File: config.mk
export PLATFORM = sky130hd
export DESIGN_NAME = pipelined_shifter_flat
export DESIGN_NICKNAME = d
export VERILOG_FILES = /design/src/rtl/pipelined_shifter_if.sv /design/src/rtl/pipelined_shifter.sv /design/src/flat_wrapper.sv
export SDC_FILE = /design/constraint.sdc
export NUM_CORES = 1
export LEC_CHECK = 0
export CORE_ASPECT_RATIO = 0.7
export CORE_MARGIN = 5
export CORE_UTILIZATION = 50
export CTS_CLUSTER_DIAMETER = 100
export CTS_CLUSTER_SIZE = 10
export DETAILED_ROUTE_END_ITERATION = 8
export PLACE_DENSITY_LB_ADDON = 0.3
export SETUP_SLACK_MARGIN = 0.2
export SLEW_MARGIN = 20
export SYNTH_ARGS = -nofsm -noshare
export SYNTH_HDL_FRONTEND = slang
export SYNTH_SLANG_ARGS = --single-unit
File: constraint.sdc
create_clock -name clk -period 2.9 [get_ports clk]
set_input_delay 0.87 -clock clk [delete_from_list [all_inputs] [get_ports clk]]
set_output_delay 0.87 -clock clk [all_outputs]
set_load 0.01 [all_outputs]
File: src/rtl/pipelined_shifter_if.sv
// Handshake bundle for the pipelined shifter: operation request on the input side,
// result with its tag on the output side.
interface pipelined_shifter_if #(
   parameter int unsigned DATA_W  = 32,
   parameter int unsigned SHAMT_W = 32,
   parameter int unsigned TAG_W   = 4
);
   logic               in_valid;
   logic               in_ready;
   logic [DATA_W-1:0]  data_in;
   logic [SHAMT_W-1:0] shift_amount;
   logic [1:0]         mode;
   logic [TAG_W-1:0]   tag_in;
   logic               out_valid;
   logic               out_ready;
   logic [DATA_W-1:0]  data_out;
   logic [TAG_W-1:0]   tag_out;

   modport master (
      output in_valid, data_in, shift_amount, mode, tag_in, out_ready,
      input  in_ready, out_valid, data_out, tag_out
   );

   modport slave (
      input  in_valid, data_in, shift_amount, mode, tag_in, out_ready,
      output in_ready, out_valid, data_out, tag_out
   );
endinterface

File: src/rtl/pipelined_shifter.sv
// Pipelined barrel shifter: one register stage per amount bit, SLL/SRL/SRA/ROR,
// tag sideband, whole-pipe stall on output backpressure.
module pipelined_shifter #(
   parameter int unsigned DATA_W     = 32,
   parameter int unsigned SHAMT_W    = 32,
   parameter int unsigned MASK_SHAMT = 1,
   parameter int unsigned TAG_W      = 4
) (
   input logic                clk,
   input logic                rst,
   pipelined_shifter_if.slave bus
);
   localparam int unsigned L = $clog2(DATA_W);

   typedef logic [DATA_W-1:0] data_t;
   typedef enum logic [1:0] {
      ModeSll = 2'b00,
      ModeSrl = 2'b01,
      ModeRor = 2'b10,
      ModeSra = 2'b11
   } mode_e;

   logic stall;

   function automatic data_t step(data_t x, mode_e m, logic sg, int unsigned sh);
      data_t ones;
      data_t r;
      ones = '1;
      unique case (m)
         ModeSll: r = x << sh;
         ModeSrl: r = x >> sh;
         ModeSra: r = sg ? ((x >> sh) | ~(ones >> sh)) : (x >> sh);
         ModeRor: r = (x >> sh) | (x << (DATA_W - sh));
      endcase
      return r;
   endfunction

   for (genvar k = 0; k < L; k++) begin : g_stage
      logic             v_in, v_q;
      data_t            d_in, d_q, d_nxt;
      logic [L-1-k:0]   a_in;
      mode_e            m_in, m_q;
      logic             sg_in, sg_q;
      logic             st_in, st_q;
      logic [TAG_W-1:0] tg_in, tg_q;

      if (k == 0) begin : g_src
         assign v_in  = bus.in_valid;
         assign d_in  = bus.data_in;
         assign a_in  = bus.shift_amount[L-1:0];
         assign m_in  = mode_e'(bus.mode);
         assign sg_in = bus.data_in[DATA_W-1];
         assign tg_in = bus.tag_in;
         // Amount >= DATA_W iff any bit above the low L bits is set; ROR never saturates.
         assign st_in = (MASK_SHAMT == 0) && (mode_e'(bus.mode) != ModeRor) &&
                        (|(bus.shift_amount >> L));
      end else begin : g_src
         assign v_in  = g_stage[k-1].v_q;
         assign d_in  = g_stage[k-1].d_q;
         assign a_in  = g_stage[k-1].g_amt.a_q;
         assign m_in  = g_stage[k-1].m_q;
         assign sg_in = g_stage[k-1].sg_q;
         assign st_in = g_stage[k-1].st_q;
         assign tg_in = g_stage[k-1].tg_q;
      end

      // a_in[0] is amount bit k; remaining bits ride down to later stages.
      assign d_nxt = a_in[0] ? step(d_in, m_in, sg_in, 1 << k) : d_in;

      if (k < L - 1) begin : g_amt
         logic [L-2-k:0] a_q;
         always_ff @(posedge clk) begin
            if (rst) begin
               a_q <= '0;
            end else if (!stall && v_in) begin
               a_q <= a_in[L-1-k:1];
            end
         end
      end

      always_ff @(posedge clk) begin
         if (rst) begin
            v_q  <= 1'b0;
            d_q  <= '0;
            m_q  <= ModeSll;
            sg_q <= 1'b0;
            st_q <= 1'b0;
            tg_q <= '0;
         end else if (!stall) begin
            v_q <= v_in;
            if (v_in) begin
               d_q  <= d_nxt;
               m_q  <= m_in;
               sg_q <= sg_in;
               st_q <= st_in;
               tg_q <= tg_in;
            end
         end
      end
   end

   assign stall         = g_stage[L-1].v_q && !bus.out_ready;
   assign bus.in_ready  = !rst && !stall;
   assign bus.out_valid = g_stage[L-1].v_q;
   assign bus.tag_out   = g_stage[L-1].tg_q;
   assign bus.data_out  = !g_stage[L-1].st_q ? g_stage[L-1].d_q :
                          (g_stage[L-1].m_q == ModeSra && g_stage[L-1].sg_q) ? '1 : '0;
endmodule

File: src/flat_wrapper.sv
// flat-port wrapper written by rule: the top's interface ports become plain ports
module pipelined_shifter_flat 
#(
   parameter int unsigned DATA_W     = 32,
   parameter int unsigned SHAMT_W    = 32,
   parameter int unsigned MASK_SHAMT = 1,
   parameter int unsigned TAG_W      = 4
)
  (clk, rst, bus_in_valid, bus_data_in, bus_shift_amount, bus_mode, bus_tag_in, bus_out_ready, bus_in_ready, bus_out_valid, bus_data_out, bus_tag_out);
  pipelined_shifter_if #(.DATA_W(DATA_W), .SHAMT_W(SHAMT_W), .TAG_W(TAG_W)) bus_i ();
  input logic clk;
  input logic rst;
  input wire logic [$bits(bus_i.in_valid)-1:0] bus_in_valid;
  input wire logic [$bits(bus_i.data_in)-1:0] bus_data_in;
  input wire logic [$bits(bus_i.shift_amount)-1:0] bus_shift_amount;
  input wire logic [$bits(bus_i.mode)-1:0] bus_mode;
  input wire logic [$bits(bus_i.tag_in)-1:0] bus_tag_in;
  input wire logic [$bits(bus_i.out_ready)-1:0] bus_out_ready;
  output wire logic [$bits(bus_i.in_ready)-1:0] bus_in_ready;
  output wire logic [$bits(bus_i.out_valid)-1:0] bus_out_valid;
  output wire logic [$bits(bus_i.data_out)-1:0] bus_data_out;
  output wire logic [$bits(bus_i.tag_out)-1:0] bus_tag_out;
  assign bus_i.in_valid = bus_in_valid;
  assign bus_i.data_in = bus_data_in;
  assign bus_i.shift_amount = bus_shift_amount;
  assign bus_i.mode = bus_mode;
  assign bus_i.tag_in = bus_tag_in;
  assign bus_i.out_ready = bus_out_ready;
  assign bus_in_ready = bus_i.in_ready;
  assign bus_out_valid = bus_i.out_valid;
  assign bus_data_out = bus_i.data_out;
  assign bus_tag_out = bus_i.tag_out;
  pipelined_shifter #(.DATA_W(DATA_W), .SHAMT_W(SHAMT_W), .MASK_SHAMT(MASK_SHAMT), .TAG_W(TAG_W)) u_core (.clk(clk), .rst(rst), .bus(bus_i));
endmodule
### Word level (Yosys, flattened, before mapping)

Cells that the tools add are included.

| cells by class | value |
|---|---|
| equal/unequal tests | 15 |
| muxes and demuxes | 15 |
| bitwise operators | 6 |
| reductions and logical operators | 19 |

Operators with widths:

| operator | number |
|---|---|
| 32-bit one-hot mux with 4 select lines | 5 |
| 32-bit 2-to-1 mux | 10 |
| 16-bit by 32-bit bitwise OR with 32-bit output | 1 |
| 24-bit by 32-bit bitwise OR with 32-bit output | 1 |
| 28-bit by 32-bit bitwise OR with 32-bit output | 1 |
| 30-bit by 32-bit bitwise OR with 32-bit output | 1 |
| 31-bit by 32-bit bitwise OR with 32-bit output | 1 |
| 2-bit == test (second input constant) | 10 |
| 2-bit by 1-bit == test with 1-bit output (second input constant) | 5 |
| 2-bit zero test | 5 |
| 2-bit AND reduction | 5 |
| 1-bit logical AND | 6 |
| 1-bit zero test | 3 |
| 1-bit inverter | 1 |

| storage, ports and cells | value |
|---|---|
| register bits | 207 |
| bits of input ports | 74 |
| output and inout port bits | 38 |
| logic and storage cells | 82 |

### Longest topological paths before layout

| depth | value |
|---|---|
| depth in word-level cells | 4 |
| gate-level depth with buffers | 7 |

### Least setup slack after synthesis

OpenSTA, ideal clock, no wires.

| timing | value |
|---|---|
| path type | input-to-output |
| start point | input port rst |
| end point | output port bus_in_ready |
| arrival | 1.712 ns |
| required time | 2.030 ns |
| path slack | 0.318 ns |
| cell stages on the path | 4 |
| buffers on the path | 3 |
| cells stage by stage | buf_2 > buf_1 > buf_1 > nor2_1 |

| between the ends | value |
|---|---|
| word-level cells in the longest chain between the ends | 2 |

RTL lines:

| element | RTL line | source |
|---|---|---|
| from (decl) | flat_wrapper.sv:12 | `input logic rst;` |
| 1-bit zero test | pipelined_shifter.sv:103 | `assign bus.in_ready = !rst && !stall;` |
| 1-bit logical AND | pipelined_shifter.sv:103 |  |
| to (decl) | flat_wrapper.sv:19 | `output wire logic [$bits(bus_i.in_ready)-1:0] bus_in_ready;` |

No other way between the ends.

### Worst setup path after layout

| timing | value |
|---|---|
| start point | input port bus_out_ready |
| end point | output port bus_in_ready |

| between the ends | value |
|---|---|
| word-level cells in the longest chain between the ends | 4 |

RTL lines:

| element | RTL line | source |
|---|---|---|
| from (decl) | flat_wrapper.sv:18 | `input wire logic [$bits(bus_i.out_ready)-1:0] bus_out_ready;` |
| 1-bit zero test | pipelined_shifter.sv:102 | `assign stall = g_stage[L-1].v_q && !bus.out_ready;` |
| 1-bit logical AND | pipelined_shifter.sv:102 |  |
| 1-bit zero test | pipelined_shifter.sv:103 |  |
| 1-bit logical AND | pipelined_shifter.sv:103 |  |

No other way between the ends.

==> results.md <==
- The detailed-router iteration count before antenna repair is 7.
- The via count of the first global-routing pass came to approximately 9,000.
- At the end of routability-driven placement, the weighted congestion stood at slightly above 0.8.
- The mean routed wirelength per cell is between 15 and 20 um.
- The area of the core is between 15,000 and 20,000 um2.
- The clock latency reported for the late side of the worst-skew pair is 0.50 ns.
- The wire length of the first global-routing pass is between 40,000 and 50,000 um.
- In this run, the clock network consumes 41.9% of the power.
- The number of setup violations in the final report is 0.
- The post-layout minimum cycle time is 2.63 ns.
- Counting flops and latches in the post-synthesis netlist gives 207.
- In this run the mean area of a mapped cell was approximately 7.4 um2.
- The endpoint type of the worst setup path is an output port.
- The clock passes through at most 3 buffers.
- The data arrival at the endpoint of the critical path is 1.76 ns.
- The post-synthesis cell area is roughly 10,000 um2.
- The number of nets produced by synthesis is approximately 1,400.
- The area taken by flip-flops and latches is 4150 um2.
- Setup total negative slack on the finished layout was measured at 0 ns.
- The critical path class is in2out.
- For this run, the number of standard cells in the final layout without fillers is approximately 1,600.
- The floorplan die width is 180 um.
- Setup repair after global routing left no endpoint under its margin.
- Of the cells placed in the final design, the portion with a size suffix greater than 1 is under 10%.
- The root buffer cell is sky130_fd_sc_hd__clkbuf_16.
- The TritonCTS clock tree is done.
- The top cell types in the final layout, fill and taps aside, are sky130_fd_sc_hd__nand2_1, sky130_fd_sc_hd__dfxtp_1, sky130_fd_sc_hd__a21oi_1, sky130_fd_sc_hd__nor2_1, sky130_fd_sc_hd__a311o_1.
- The number of antenna violations at the first check in global routing is 0.
- The area growth from synthesis to layout is 15.0%.
- The initial utilization of the core area, before any placement, comes to 51.0%.
- The fraction of power spent switching nets is 24.2%.
- The remaining max-slew budget at the tightest pin is 32.1%.
- The routed via count is 9,629.
- In this run the power spent charging and discharging nets is about 1.5 mW.
- The category of the worst setup path launch point is an input port.
- The synthesized instance count is between 1,000 and 1,500.
- Timing would allow up to 380 MHz.
- The static power due to leakage is between 3 and 4 nW.
- The total routing usage reported by global routing is approximately 22%.
- The final net count is roughly 1,400.
- In this run the remaining antenna-violating nets after routing total 0.
- The number of max-cap violations is 0.
- The worst voltage drop across the vdd grid is approximately 0.35 mV.
- The sequential-to-total area share from yosys stat is 41.1%.
- The die height is approximately 130 um.
- The netlist uses 33 different library cells.
- The number of endpoints with negative hold slack in the final report is 0.
- The class of the worst hold path is reg2reg.
- The worst setup skew after layout is 0.00878 ns.
- The largest net degree at the start of global routing is 218.
- After layout, the worst path uses between 90 and 100% of the clock period.
- In the final layout, the multi-input gates occupy between 5000 and 6000 um2.
- The post-CTS setup buffer count is 0.
- The most common cell after layout, fill and taps aside is sky130_fd_sc_hd__nand2_1.
- In this run the worst path has a maximum fanout of 2.
- The number of antenna cells inserted is 0.
- The quantity of I/O buffers inserted on ports is 84.
- The final-layout fill cell count is about 1,800.
- The DRC marker count from the first detailed-route iteration is slightly above 1,000.
- Summed over all layers, the global routing overflow is 0.
- In this run, CTS created clock tree buffers numbering 24.
- The placed cell count is around 1,600.
- The count of warnings emitted by yosys is 0.
- For the worst setup path, the data required time is about 2.0 ns.
- The standard-cell row count is 43.
- The clock edge transition at the registers on the reported setup and hold paths is 0.05 ns.
- The total half-perimeter wirelength after legalization and detailed placement is approximately 17,000 um.
- The count of boundary I/O pins is roughly 110.
- In the routed layout, each cell is associated on average with a via count of approximately 5.9.
- The remaining design rule violation count is 0.
- The internal power summed over all cells is roughly 4.7 mW.
- The number of clock sinks is 207.
- The share of total power dissipated in combinational logic is 9.0%.
- Wires add up to approximately 26,000 um.
- The share of total power in sequential cells is 49.1%.
- The final max-slew violation count is 0.
- CTS built an H-tree with a depth of 1.
- The run finished with clean final reports.
- The floorplan step defined a die boundary enclosing ~23,000 um2.
- The transition time at the pin with the least slew margin is between 1 and 1.5 ns.
- The power density normalized to cell area is around 530 nW/um2.
-- sequential cells by signal, summed over array words and instances (netlist names) --
name and count:
u_core.bus.out_valid 1, u_core.bus.tag_out 4, u_core.g_stage.m_q 8, u_core.g_stage.d_q 160, u_core.g_stage.g_amt.a_q 10, u_core.g_stage.tg_q 16
u_core.g_stage.v_q 4, u_core.g_stage.sg_q 4
-- cell type report --
cell class                 instances  area share [%]
multi-input combinational       1020            46.0
inverter                           3          0.0971
timing repair buffer             112            9.77
tap                              270            2.91
clock buffer                      25            5.39
clock inverter                     1          0.0431
sequential                       207            35.7
-- routing by layer --
metal  vias up  track usage (%)  share of wire (%)
met5         -                0                  0
met2       295             32.7                 43
met1      4583             33.0                 49
li1       4730                -                  -
met3        21             3.14                7.0
met4         0             3.63               0.88
-- final timing paths --
kind                                from                   endpoint  slack [ns]  depth (start not counted)
max                        bus_out_ready               bus_in_ready        0.27                          4
min            u_core.g_stage[4].d_q[18]  u_core.g_stage[4].d_q[18]        0.45                          2
max reg2reg  u_core.g_stage[3].g_amt.a_q  u_core.g_stage[4].d_q[12]        0.85                          5
min reg2reg    u_core.g_stage[4].d_q[18]  u_core.g_stage[4].d_q[18]        0.45                          2
-- per-stage QoR --
step	hold slack [ns]	utilization [%]	power (mW)	area (um2)	setup slack [ns]
after floorplan	0.432	-	3.43	10100	0.318
after global placement	0.434	55.4	3.61	11000	0.00148
after detailed placement	0.443	55.4	3.63	11000	0.00215
after CTS	0.451	58.6	6.19	11600	0.262
after global routing	0.465	58.6	6.41	11600	0.234
final	0.447	58.6	6.15	11600	0.267
-- cells in the mapped netlist --
cell type | instances | area, um2
sky130_fd_sc_hd__dfxtp_1 | 207 | 4140
sky130_fd_sc_hd__nand2_2 | 2 | 12.5
sky130_fd_sc_hd__clkbuf_2 | 2 | 10.0
sky130_fd_sc_hd__and2_1 | 5 | 31.3
sky130_fd_sc_hd__nor2_1 | 150 | 563
sky130_fd_sc_hd__nand2b_1 | 17 | 106
sky130_fd_sc_hd__buf_1 | 8 | 30.0
sky130_fd_sc_hd__nor2b_1 | 6 | 37.5
sky130_fd_sc_hd__buf_6 | 3 | 33.8
sky130_fd_sc_hd__clkbuf_1 | 63 | 236
sky130_fd_sc_hd__a211oi_1 | 10 | 75.1
sky130_fd_sc_hd__inv_1 | 2 | 7.51
sky130_fd_sc_hd__nand3_1 | 17 | 85.1
sky130_fd_sc_hd__a21oi_1 | 169 | 846
sky130_fd_sc_hd__a311oi_1 | 5 | 43.8
sky130_fd_sc_hd__nor2_2 | 2 | 12.5
sky130_fd_sc_hd__a22oi_1 | 1 | 7.51
sky130_fd_sc_hd__buf_2 | 46 | 230
sky130_fd_sc_hd__o211ai_1 | 16 | 120
sky130_fd_sc_hd__clkinv_1 | 1 | 3.75
sky130_fd_sc_hd__or2_1 | 4 | 25.0
sky130_fd_sc_hd__mux2_2 | 15 | 169
sky130_fd_sc_hd__nor2_4 | 1 | 11.3
sky130_fd_sc_hd__nand3b_1 | 10 | 75.1
sky130_fd_sc_hd__buf_4 | 8 | 60.1
sky130_fd_sc_hd__nor3b_1 | 4 | 30.0
sky130_fd_sc_hd__a221oi_1 | 26 | 228
sky130_fd_sc_hd__a311o_1 | 98 | 981
sky130_fd_sc_hd__nor3_1 | 31 | 155
sky130_fd_sc_hd__and3_1 | 10 | 62.6
sky130_fd_sc_hd__o41ai_1 | 10 | 87.6
sky130_fd_sc_hd__a211o_1 | 5 | 43.8
sky130_fd_sc_hd__nand2_1 | 406 | 1520
-- cell families after synthesis --
family	count (synthesis)	share of synthesized area, %
compound gates	340	24.1
buf+inv	133	6.06
flops	207	41.1
mux	15	1.67
simple gates	665	27.1
-- power groups by stage --
| stage | Sequential (mW) | Clock (mW) | Combinational (mW) |
|---|---|---|---|
| finish | 3.02 | 2.57 | 0.553 |
| global route | 3.03 | 2.76 | 0.621 |
| CTS | 3.01 | 2.62 | 0.551 |
| detailed placement | 3.08 | 0 | 0.550 |
| global placement | 3.07 | 0 | 0.539 |
| floorplan | 3.04 | 0 | 0.395 |
-- repair_timing --
item / CTS / global route
resized for setup: 1 / 0
endpoints found under the setup margin: 1 / 0
hold buffers: 0 / 0
endpoints found under the hold margin: 0 / 0
-- critical path, stage by stage --
cell	delay [ns]
sky130_fd_sc_hd__clkdlybuf4s50_1	0.41
sky130_fd_sc_hd__nor2b_1	0.15
sky130_fd_sc_hd__nor2_1	0.06
sky130_fd_sc_hd__dlygate4sd2_1	0.28
No activity file was read; power rests on OpenSTA's default activity.
